--- config.mk ---
export PLATFORM = sky130hd
export DESIGN_NAME = seven_segment_scan
export DESIGN_NICKNAME = d
export VERILOG_FILES = /design/src/rtl/seven_segment_pkg.sv /design/src/rtl/seg_hex_decode.sv /design/src/rtl/seven_segment_scan.sv
export SDC_FILE = /design/constraint.sdc
export NUM_CORES = 1
export LEC_CHECK = 0
export CAP_MARGIN = 20
export CORE_MARGIN = 4
export CORE_UTILIZATION = 40
export DETAILED_ROUTE_END_ITERATION = 7
export PLACE_DENSITY = 0.65
export REMOVE_ABC_BUFFERS = 1
export SYNTH_ARGS = -nofsm -noshare
export SYNTH_HDL_FRONTEND = slang
export SYNTH_SLANG_ARGS = --single-unit
--- constraint.sdc ---
create_clock -name clk -period 2.5 [get_ports clk]
set_input_delay 0.75 -clock clk [delete_from_list [all_inputs] [get_ports clk]]
set_output_delay 0.75 -clock clk [all_outputs]
set_load 0.005 [all_outputs]
--- src/rtl/seven_segment_pkg.sv ---
// Shared types, decode table and polarity helper for seven-segment display blocks.
package seven_segment_pkg;

   localparam int unsigned SEG_W = 7;
   localparam int unsigned NIB_W = 4;

   typedef logic [SEG_W-1:0] seg_t;

   // Active-high lit pattern per hex digit, bit6=a ... bit0=g.
   localparam seg_t HEX_TO_SEG [16] = '{
      7'h7E, 7'h30, 7'h6D, 7'h79, 7'h33, 7'h5B, 7'h5F, 7'h70,
      7'h7F, 7'h7B, 7'h77, 7'h1F, 7'h4E, 7'h3D, 7'h4F, 7'h47
   };

   function automatic seg_t seg_polarity(input seg_t s, input bit active_low);
      return active_low ? ~s : s;
   endfunction

endpackage

--- src/rtl/seg_hex_decode.sv ---
// Combinational nibble to active-high seven-segment pattern.
module seg_hex_decode
   import seven_segment_pkg::*;
(
   input  logic [NIB_W-1:0] nibble,
   output seg_t             seg_c
);

   always_comb begin
      seg_c = HEX_TO_SEG[nibble];
   end

endmodule

--- src/rtl/seven_segment_scan.sv ---
// Time-multiplexed seven-segment scanner with shadow capture and per-slot anti-ghost blanking.
// Optional leading-zero suppression enabled by defining SEVEN_SEGMENT_LEADING_ZERO_BLANK_EN.
module seven_segment_scan
   import seven_segment_pkg::*;
#(
   parameter int unsigned NUM_DIGITS     = 4,
   parameter int unsigned SCAN_DIV       = 50000,
   parameter int unsigned BLANK_CYCLES   = 16,
   parameter int unsigned SEG_ACTIVE_LOW = 1,
   parameter int unsigned AN_ACTIVE_LOW  = 1
)(
   input  logic                        clk,
   input  logic                        rst_n,
   input  logic [NIB_W*NUM_DIGITS-1:0] value,
   input  logic [NUM_DIGITS-1:0]       dp_in,
   input  logic                        load,
   input  logic                        blank,
   output seg_t                        seg,
   output logic                        dp,
   output logic [NUM_DIGITS-1:0]       an
);

   localparam int unsigned CNT_W = (SCAN_DIV > 1) ? $clog2(SCAN_DIV) : 1;
   localparam int unsigned IDX_W = (NUM_DIGITS > 1) ? $clog2(NUM_DIGITS) : 1;
   localparam int unsigned VAL_W = NIB_W * NUM_DIGITS;
   localparam bit          SEG_LOW = (SEG_ACTIVE_LOW != 0);
   localparam bit          AN_LOW  = (AN_ACTIVE_LOW != 0);
   localparam seg_t                  SEG_OFF = {SEG_W{SEG_LOW}};
   localparam logic [NUM_DIGITS-1:0] AN_OFF  = {NUM_DIGITS{AN_LOW}};

   logic [VAL_W-1:0]      shadow_val;
   logic [NUM_DIGITS-1:0] shadow_dp;
   logic [CNT_W-1:0]      cnt;
   logic [IDX_W-1:0]      idx;

   logic [NIB_W-1:0]      nib_c;
   logic                  dp_sel_c;
   logic                  lz_c;
   logic [NUM_DIGITS-1:0] lz_mask_c;
   logic                  in_guard_c;
   logic                  an_on_c;
   logic [NUM_DIGITS-1:0] onehot_c;
   seg_t                  dec_c;

   // Shadow capture plus free-running slot counter and digit index.
   always_ff @(posedge clk or negedge rst_n) begin
      if (!rst_n) begin
         shadow_val <= '0;
         shadow_dp  <= '0;
         cnt        <= '0;
         idx        <= '0;
      end else begin
         if (load) begin
            shadow_val <= value;
            shadow_dp  <= dp_in;
         end
         if (cnt == CNT_W'(SCAN_DIV - 1)) begin
            cnt <= '0;
            idx <= (idx == IDX_W'(NUM_DIGITS - 1)) ? '0 : idx + IDX_W'(1);
         end else begin
            cnt <= cnt + CNT_W'(1);
         end
      end
   end

`ifdef SEVEN_SEGMENT_LEADING_ZERO_BLANK_EN
   // A digit is suppressed when it and every digit above it are zero and its dp is off.
   logic above_zero_c;
   always_comb begin
      lz_mask_c    = '0;
      above_zero_c = 1'b1;
      for (int i = NUM_DIGITS - 1; i >= 1; i--) begin
         above_zero_c = above_zero_c && (shadow_val[NIB_W*i +: NIB_W] == '0);
         lz_mask_c[i] = above_zero_c && !shadow_dp[i];
      end
   end
`else
   assign lz_mask_c = '0;
`endif

   always_comb begin
      nib_c    = '0;
      dp_sel_c = 1'b0;
      lz_c     = 1'b0;
      for (int unsigned i = 0; i < NUM_DIGITS; i++) begin
         if (idx == IDX_W'(i)) begin
            nib_c    = shadow_val[NIB_W*i +: NIB_W];
            dp_sel_c = shadow_dp[i];
            lz_c     = lz_mask_c[i];
         end
      end
   end

   generate
      if (BLANK_CYCLES == 0) begin : g_no_guard
         assign in_guard_c = 1'b0;
      end else begin : g_guard
         assign in_guard_c = (cnt < CNT_W'(BLANK_CYCLES));
      end
   endgenerate

   seg_hex_decode u_dec (
      .nibble (nib_c),
      .seg_c  (dec_c)
   );

   assign an_on_c  = !in_guard_c && !blank && !lz_c;
   assign onehot_c = NUM_DIGITS'(1) << idx;

   // Pin registers with polarity applied.
   always_ff @(posedge clk or negedge rst_n) begin
      if (!rst_n) begin
         seg <= SEG_OFF;
         dp  <= SEG_LOW;
         an  <= AN_OFF;
      end else begin
         seg <= seg_polarity(dec_c, SEG_LOW);
         dp  <= dp_sel_c ^ SEG_LOW;
         an  <= (an_on_c ? onehot_c : '0) ^ AN_OFF;
      end
   end

endmodule
# Word level (Yosys, flattened, before mapping)
# Memories as Yosys holds them, arrays and structs flattened.
# Index checks and enable logic that the tools add are counted.
[totals]
ramBits = 0
romBits = 112
regBits = 50
latch_bits = 0
output_inout_bits = 12
memories = 1
input_bits = 24
[op_classes]
n_mul = 0
n_mux = 13
magnitude_cmp = 2
n_eq_ne = 4
n_div = 0
n_addsub = 2
shifts = 1
reduce_logical = 4
bitwise_logic = 4
[memory_table]
columns = ["name", "words", "word_bits", "read_ports", "rd_clocked_by_memory_dff", "write_ports", "line_no", "rtl"]
rows = [
  ["(name not given)", 16, 7, 1, 0, 0, "seg_hex_decode.sv:10", "seg_c = HEX_TO_SEG[nibble];"],
]
[ops]
columns = ["cell", "n"]
rows = [
  ["$mux 4", 5],
  ["$add 16x1->16 const B", 1],
  ["$eq 16x16->1 const B", 1],
  ["$lt 16x5->1 const B", 1],
  ["$mux 16", 1],
  ["$mux 7", 2],
  ["$not 7->7", 1],
  ["$ge 5x5->1 const B", 1],
  ["$not 4->5", 1],
  ["$eq 2x2->1 const B", 2],
  ["$mux 1", 4],
  ["$not 4->4", 1],
  ["$shl 1x2->4 const A", 1],
  ["$add 2x1->2 const B", 1],
  ["$eq 2x1->1 const B", 1],
  ["$logic_not 1->1", 2],
  ["$logic_not 2->1", 1],
  ["$mux 2", 1],
  ["$logic_and 1x1->1", 1],
  ["$not 1->1", 1],
]

# Depth between registers and ports, before layout
# Gate-level depths: netlist of run 1.
[depth]
ltp_word = 10
ltp_mapped = 11
ltp_nobuf = 11

# Hierarchy
# From an unflattened synthesis of run 1, not the netlist that was laid out.
[hier_totals]
hier_cells = 216
area_unflattened_um2 = 2432.3
[modules_own_cells]
columns = ["module", "cells_each", "area_each_um2", "n_inst", "seq_area_each_um2"]
rows = [
  ["seven_segment_scan", 183, 2142.1, 1, 1266.2],
  ["seg_hex_decode", 33, 290.3, 1, 0.0],
]

# Least setup slack after synthesis of run 1
# OpenSTA, ideal clock, no wires.
[synth_path]
path_type = "flip-flop to flip-flop"
startpoint = "register idx[0]"
endpoint = "register seg[0]"
arrival_time_ns = 2.041
path_buffers = 0
stages_incl_launch_ff = 11
slack_ns = 0.381
path_cell_list = "dfrtp_1 > inv_1 > ha_1 > nor2b_2 > a22oi_1 > a221o_1 > inv_1 > ha_1 > inv_1 > mux2_2 > o22ai_1"
[synth_via]
elab_chain_len = 10
word_cells_on_any_way = 13
[synth_rtl]
columns = ["item", "line_no", "rtl"]
rows = [
  ["from (decl)", "seven_segment_scan.sv:34", "logic [IDX_W-1:0] idx;"],
  ["from (signal assigned)", "seven_segment_scan.sv:59", "idx <= (idx == IDX_W'(NUM_DIGITS - 1)) ? '0 : idx + IDX_W'(1);"],
  ["$logic_not 2->1", "seven_segment_scan.sv:86", "if (idx == IDX_W'(i)) begin"],
  ["$mux 4 (3 in a row)", "seven_segment_scan.sv:86", ""],
  ["$mux 4 *", "seven_segment_scan.sv:86", ""],
  ["$not 4->5 (implied by the code) *", "seg_hex_decode.sv:10", ""],
  ["$mem_v2 16x7 *", "--", ""],
  ["$mux 7 (implied by the code) * (2 in a row)", "seg_hex_decode.sv:10", ""],
  ["$not 7->7 *", "seven_segment_pkg.sv:16", "return active_low ? ~s : s;"],
  ["to (signal assigned)", "seven_segment_scan.sv:117", "seg <= seg_polarity(dec_c, SEG_LOW);"],
  ["to (decl)", "seven_segment_scan.sv:18", "output seg_t seg,"],
]
# Mark *: on every way between the ends. The rest lies on a longest branch, timed or not. The select of a mux whose other input is x is not followed.
# A chain may end at the register's enable or synchronous reset.

# Final worst setup path of run 1
[layout_path]
startpoint = "register idx[1]"
endpoint = "register seg[0]"
# The elaborated chain is that of the path after synthesis.

==> impl_metrics.csv, run 1 <==
group,metric,value,unit
synthesis,netlist_top_cells_area,"dfrtp_1, dfstp_2, mux2_2",
sta,hold_violations,0,
power,combPwrFrac,14.4,%
floorplanning,rows,27,
synthesis,syn_area,2360,um^2
routing,vias,1569,
routing,drc,0,
sta,fmax,431,MHz
routing,wirelength,4270,um
power,p_switching,370,uW
place,dp_hpwl,3260,um
worst_setup_path,r2r_end,"seg[0]$_DFF_PN1_",
sta,finalCritPeriodShare,92.9,%
worst_setup_path,r2r_cells,10,
grt,grt_pass1_wl,7530,um
synthesis,yosysMostFrequentCell,"dfrtp_1",
synthesis,synth_edf_count,0,
clocking,clockBufferDepth,2,
place,io_buffer_count,35,
worst_setup_path,crit_type,"register to register",
clocking,cts_root_buf,"clkbuf_8",
worst_setup_path,worstPathArrival,2.55,ns
synthesis,synth_top_area_cell,"dfrtp_1",
synthesis,syn_inst,203,
sta,fin_setup_tns,0,ns
floorplanning,initial_utilization,42.1,%
sta,rsz0062_at_grt,"false",
worst_setup_path,required,2.73,ns
synthesis,synth_cell_type_count,42,
synthesis,synth_sequential_area_ratio,53.6,%
grt,grt_pass1_vias,1582,
flow_run,drv_cap,0,
synthesis,ys.flop_type,"dfrtp_1",
clocking,post_cts_buffers,0,
power,p_sw_share,23.1,%
power,total_power,1610,uW
sta,setup_viol,0,
synthesis,synth_top_cell_area_share,40.2,%
power,clkPwrFrac,29.4,%
floorplanning,die-area,7200,um^2
sta,setup_ws,0.178,ns
finish,final_nets,280,
clocking,cts_sinks,50,
power,seqPwrFrac,56.2,%
grt,antenna_found_initial,0,
floorplanning,die_y,84.9,um
worst_setup_path,critPathMaxFanout,8,
clocking,numCtsBuffers,5,
clocking,clock_latency,0.30,ns
power,ir_worst_vdd,0.313,mV
power,power_leakage,0.00129,uW
finish,n_antenna_cell,0,
routing,wl_per_cell,13.5,um
worst_setup_path,ff2ff_setup_slack,0.18,ns
sta,final_max_slew_viol_count,0,
synthesis,ys_seq_elements,50,
power,power.internal,1240,uW
worst_hold_path,hold_path_class,"primary input to async pin",
sta,max-slew-margin-rel,64.6,%
synthesis,ys_top_cells_by_count,"dfrtp_1, mux2_2, nand2_1, nor2_1",
synthesis,ys_warn_count,0,
floorplanning,ioPinCount,36,
clocking,cts_tree,"done",
place,place_congestion,0.880,
synthesis,async_reset_ff_share,100,%
floorplanning,dieWidth,84.9,um
sta,holdWs,0.417,ns
sta,fin_skew,0.00628,ns
synthesis,syn_area_per_cell,11.6,um^2
sta,period_minus_slack,2.32,ns
routing,viasPerCell,4.95,
routing,drtIter0Drc,60,
worst_setup_path,start_kind,"register",
finish,fill_cells,511,
floorplanning,core-area,5610,um^2
finish,final_layout_size_suffix_gt1_share,21.2,%
grt,grt_max_degree,28,
worst_setup_path,cp-end-kind,"register",
clocking,h-tree-depth,2,
grt,grt_usage,13.1,%
finish,area.growth.synth_to_final,23.1,%
sta,max_slew.worst_pin.slew,0.532,ns
worst_setup_path,r2r-start,"idx[1]$_DFFE_PN0N_",
routing,antenna_left,0,
run_status,status,"finished clean",
power,power-per-cell-area,552,nW/um^2
clocking,clk_pin_slew_worst_paths,0.08,ns
routing,drt-pass1-iter-count,4,
place,dp_slack,0.149,ns
grt,gr-total-overflow,0,
cell type report:
type | instances | area [um^2] | area share [%]
clock buffer | 7 | 86.3 | 2.97
tap | 72 | 90.1 | 3.10
sequential | 50 | 1270 | 43.5
timing repair buffer | 40 | 395 | 13.6
inverter | 10 | 37.5 | 1.29
multi-input combinational | 137 | 1030 | 35.4
clock inverter | 1 | 5.00 | 0.172
timing repair:
item	4_1_cts	5_1_grt
setup endpoints to repair	0	3
hold buffers	0	0
gates resized for setup	0	1
registers in the layout, indices dropped and copies added (netlist names):
signal and cells:
cnt 16, an 4, dp 1, shadow_dp 4, idx 2, seg 7, shadow_val 16
power groups by stage:
stage / Clock (uW) / Sequential [uW] / Combinational [uW]
finish: 471 / 903 / 232
global route: 532 / 910 / 257
CTS: 492 / 904 / 236
detailed placement: 0 / 919 / 234
global placement: 0 / 919 / 232
floorplan: 0 / 913 / 104
worst max path at each step:
stage                            start          endpoint  slack (ns)  cells after the start
floorplan           idx[0]$_DFFE_PN0N_  seg[0]$_DFF_PN1_        0.38                     10
global placement    idx[0]$_DFFE_PN0N_  seg[0]$_DFF_PN1_        0.27                     10
detailed placement  idx[1]$_DFFE_PN0N_  seg[0]$_DFF_PN1_        0.15                     10
CTS                 idx[1]$_DFFE_PN0N_  seg[0]$_DFF_PN1_        0.13                     10
global route        idx[0]$_DFFE_PN0N_  seg[0]$_DFF_PN1_        0.02                     10
finish              idx[1]$_DFFE_PN0N_  seg[0]$_DFF_PN1_        0.18                     10
cell usage in the layout (no fill, tap or decap), types with 2 or more instances in the layout:
cell              n
a211oi_1          2
a21oi_1           3
a22oi_1           2
a31oi_1           2
buf_4             4
clkbuf_8          6
clkdlybuf4s50_1  34
dfrtp_1          38
dfstp_2          12
ha_1             12
inv_1            10
mux2_2           20
mux2i_1           2
nand2_1          17
nand3_1           5
nand4_1           3
nor2_1           17
nor2b_1           2
nor3_1            5
nor4_1            2
o21ai_0           4
o22ai_1           6
xnor2_1           7
xor2_1            7
cells by family after synthesis:
logic type	count (synthesis)	share of synthesized area, %
buffers and inverters	16	3.07
xor gates and xnor gates	14	5.19
AOI/OAI and AO/OA	26	7.62
adders and majority gates	12	6.35
and+or+nand+nor	63	13.8
DFF	50	53.6
muxes	22	10.4
worst max-delay path, stage by stage, from the launching register on:
cell	delay, ns
dfrtp_1	0.39
inv_1	0.08
ha_1	0.28
nor2b_2	0.21
a22oi_1	0.10
a221o_1	0.40
inv_1	0.14
ha_1	0.22
inv_1	0.06
mux2_2	0.26
o22ai_1	0.12
routing by layer:
metal | wire [um] | vias to the layer above | global-route usage, %
li1 | - | 786 | -
met1 | 2060 | 744 | 17.7
met2 | 1900 | 31 | 19.9
met3 | 237 | 8 | 4.17
met4 | 70 | 0 | 4.32
met5 | 0 | - | 0
through the flow:
stage                     cell area, um^2  cells  utilization [%]
after floorplan                      2330    197                -
after global placement               2810    309             50.2
after detailed placement             2810    309             50.2
after CTS                            2910    317             51.8
after global routing                 2910    317             51.9
final                                2910    317             51.9
No activity file was read; power rests on OpenSTA's default activity.
==> run 2, diff against run 1 <==
--- a/config.mk
+++ b/config.mk
@@ -5,7 +5,6 @@
 export SDC_FILE = /design/constraint.sdc
 export NUM_CORES = 1
 export LEC_CHECK = 0
-export CAP_MARGIN = 20
 export CORE_MARGIN = 4
 export CORE_UTILIZATION = 40
 export DETAILED_ROUTE_END_ITERATION = 7
==> results of run 2 <==
The final DEF is identical to that of run 1; final timing and power are the same.
==> run 3, diff against run 2 <==
--- a/config.mk
+++ b/config.mk
@@ -7,8 +7,9 @@
 export LEC_CHECK = 0
 export CORE_MARGIN = 4
 export CORE_UTILIZATION = 40
+export CTS_BUF_LIST = sky130_fd_sc_hd__clkbuf_8
 export DETAILED_ROUTE_END_ITERATION = 7
-export PLACE_DENSITY = 0.65
+export PLACE_DENSITY_LB_ADDON = 0.12
 export REMOVE_ABC_BUFFERS = 1
 export SYNTH_ARGS = -nofsm -noshare
 export SYNTH_HDL_FRONTEND = slang
==> impl_metrics.csv, run 3 (same netlist as run 1, synthesis figures left out) <==
group,metric,value,unit
sta,rsz0062_at_grt,"false",
floorplanning,initial_utilization,42.1,%
worst_setup_path,required,2.72,ns
floorplanning,ioPinCount,36,
grt,grt_pass1_wl,7680,um
worst_setup_path,cp_num_buf_inv,3,
worst_setup_path,r2r-start,"idx[0]$_DFFE_PN0N_",
routing,drt-pass1-iter-count,4,
clocking,clk_pin_slew_worst_paths,0.10,ns
grt,antenna_found_initial,0,
flow_run,drv_cap,0,
clocking,clock_latency,0.30,ns
finish,final_layout_size_suffix_gt1_share,22.8,%
clocking,cts_tree,"done",
sta,period_minus_slack,2.33,ns
routing,wl_per_cell,13.7,um
sta,max_slew.worst_pin.slew,0.715,ns
floorplanning,rows,27,
power,ir_worst_vdd,0.355,mV
run_status,status,"finished clean",
sta,setup_ws,0.173,ns
worst_setup_path,crit_type,"register to register",
floorplanning,die_y,84.9,um
place,dp_slack,0.145,ns
clocking,cts_root_buf,"clkbuf_8",
worst_setup_path,r2r_cells,10,
clocking,cts_sinks,50,
clocking,h-tree-depth,2,
place,placed_cells,308,
finish,largestRegisters,"cnt x16, shadow_val x16, seg x7",
power,p_sw_share,21.6,%
worst_setup_path,start_kind,"register",
worst_setup_path,r2r_end,"seg[0]$_DFF_PN1_",
finish,final_nets,281,
routing,viasPerCell,4.97,
clocking,clockBufferDepth,2,
finish,layout_commonest_cell,"dfrtp_1",
finish,fill_cells,542,
worst_setup_path,ff2ff_setup_slack,0.17,ns
routing,vias,1581,
place,place_congestion,0.825,
power,power.internal,1410,uW
worst_setup_path,cp-end-kind,"register",
grt,grt_usage,13.3,%
finish,final_cells,318,
routing,drtIter0Drc,48,
worst_setup_path,max_stage_delay,0.42,ns
power,p_switching,389,uW
power,combPwrFrac,12.9,%
sta,fmax,430,MHz
sta,finalCritPeriodShare,93.1,%
grt,grt_max_degree,32,
grt,gr-total-overflow,0,
routing,wirelength,4350,um
floorplanning,die-area,7200,um^2
place,io_buffer_count,35,
routing,antenna_left,0,
worst_setup_path,crit_chain,"inv_1 -> ha_1 -> nor2b_2 -> a22oi_1 -> a221o_1 -> inv_1 -> ha_1 -> inv_1 -> mux2_2 -> o22ai_1",
worst_setup_path,worstPathArrival,2.55,ns
worst_setup_path,cp_top_family,"compound AO/OA/AOI/OAI gates",
clocking,numCtsBuffers,5,
sta,setup_viol,0,
power,clkPwrFrac,37.1,%
power,power-per-cell-area,608,nW/um^2
power,seqPwrFrac,49.9,%
floorplanning,dieWidth,84.9,um
sta,hold_violations,0,
clocking,cts-hold-fix-buffers,0,
place,dp_hpwl,3310,um
worst_setup_path,crit_path_top_delay_cell,"dfrtp_1",
routing,drc,0,
floorplanning,core-area,5610,um^2
sta,fin_skew,0.0110,ns
finish,layout_common_cells,"dfrtp_1, clkdlybuf4s50_1, mux2_2, nand2_1, nor2_1",
finish,n_antenna_cell,0,
finish,area.growth.synth_to_final,25.6,%
sta,final_max_slew_viol_count,0,
worst_setup_path,cpMostUsedCell,"inv_1",
worst_hold_path,hold_path_class,"primary input to async pin",
power,power_leakage,0.00131,uW
grt,grt_pass1_vias,1633,
sta,max-slew-margin-rel,52.0,%
sta,fin_setup_tns,0,ns
worst_setup_path,critPathMaxFanout,5,
## run 3: metal layers
metal  vias to the layer above  track usage (%)  wire length (um)
met3                         4             3.11               183
met1                       760             19.0              2180
met4                         0             5.18                65
li1                        783                -                 -
met5                         -                0                 0
met2                        34             19.6              1920
## run 3: what timing repair did
item | 4_1_cts | 5_1_grt
endpoints found under the setup margin | 0 | 2
gates resized for setup | 0 | 3
setup buffers | 0 | 2
## run 3: worst reg2reg max path, stage by stage, from the launching register on
cell     delay, ns
dfrtp_1       0.42
inv_1         0.13
ha_1          0.20
nor2b_2       0.20
a22oi_1       0.10
a221o_1       0.40
inv_1         0.13
ha_1          0.22
inv_1         0.06
mux2_2        0.26
o22ai_1       0.13
## run 3: worst max-delay path by stage
| stage | end | from | cells after the start |
|---|---|---|---|
| final | seg[0]$_DFF_PN1_ | idx[0]$_DFFE_PN0N_ | 10 |
| after global routing | seg[3]$_DFF_PN1_ | idx[0]$_DFFE_PN0N_ | 11 |
| after CTS | seg[0]$_DFF_PN1_ | idx[0]$_DFFE_PN0N_ | 10 |
| after detailed placement | seg[0]$_DFF_PN1_ | idx[1]$_DFFE_PN0N_ | 10 |
| after global placement | seg[0]$_DFF_PN1_ | idx[1]$_DFFE_PN0N_ | 10 |
| after floorplan | seg[0]$_DFF_PN1_ | idx[0]$_DFFE_PN0N_ | 10 |
## run 3: metrics by stage
stage | cell area, um^2 | total power [uW] | hold slack [ns] | util, %
after floorplan | 2330 | 1020 | 0.385 | -
after global placement | 2810 | 1150 | 0.424 | 50.0
after detailed placement | 2810 | 1150 | 0.412 | 50.0
after CTS | 2940 | 1830 | 0.394 | 52.5
after global routing | 2970 | 1890 | 0.406 | 52.9
final | 2970 | 1800 | 0.388 | 52.9
## run 3: cell type report
class	instances	area (um^2)	area share [%]
Clock buffer	5	68.8	2.32
Clock inverter	3	68.8	2.32
Inverter	10	37.5	1.26
Multi-Input combinational cell	137	1030	34.8
Sequential cell	50	1270	42.7
Tap cell	72	90.1	3.04
Timing Repair Buffer	41	403	13.6
## run 3: power by group through the flow
stage               combinational (uW)  clock (uW)  sequential (uW)
floorplan                          104           0              913
global placement                   233           0              918
detailed placement                 233           0              917
CTS                                235         692              901
global route                       260         725              909
finish                             234         670              900
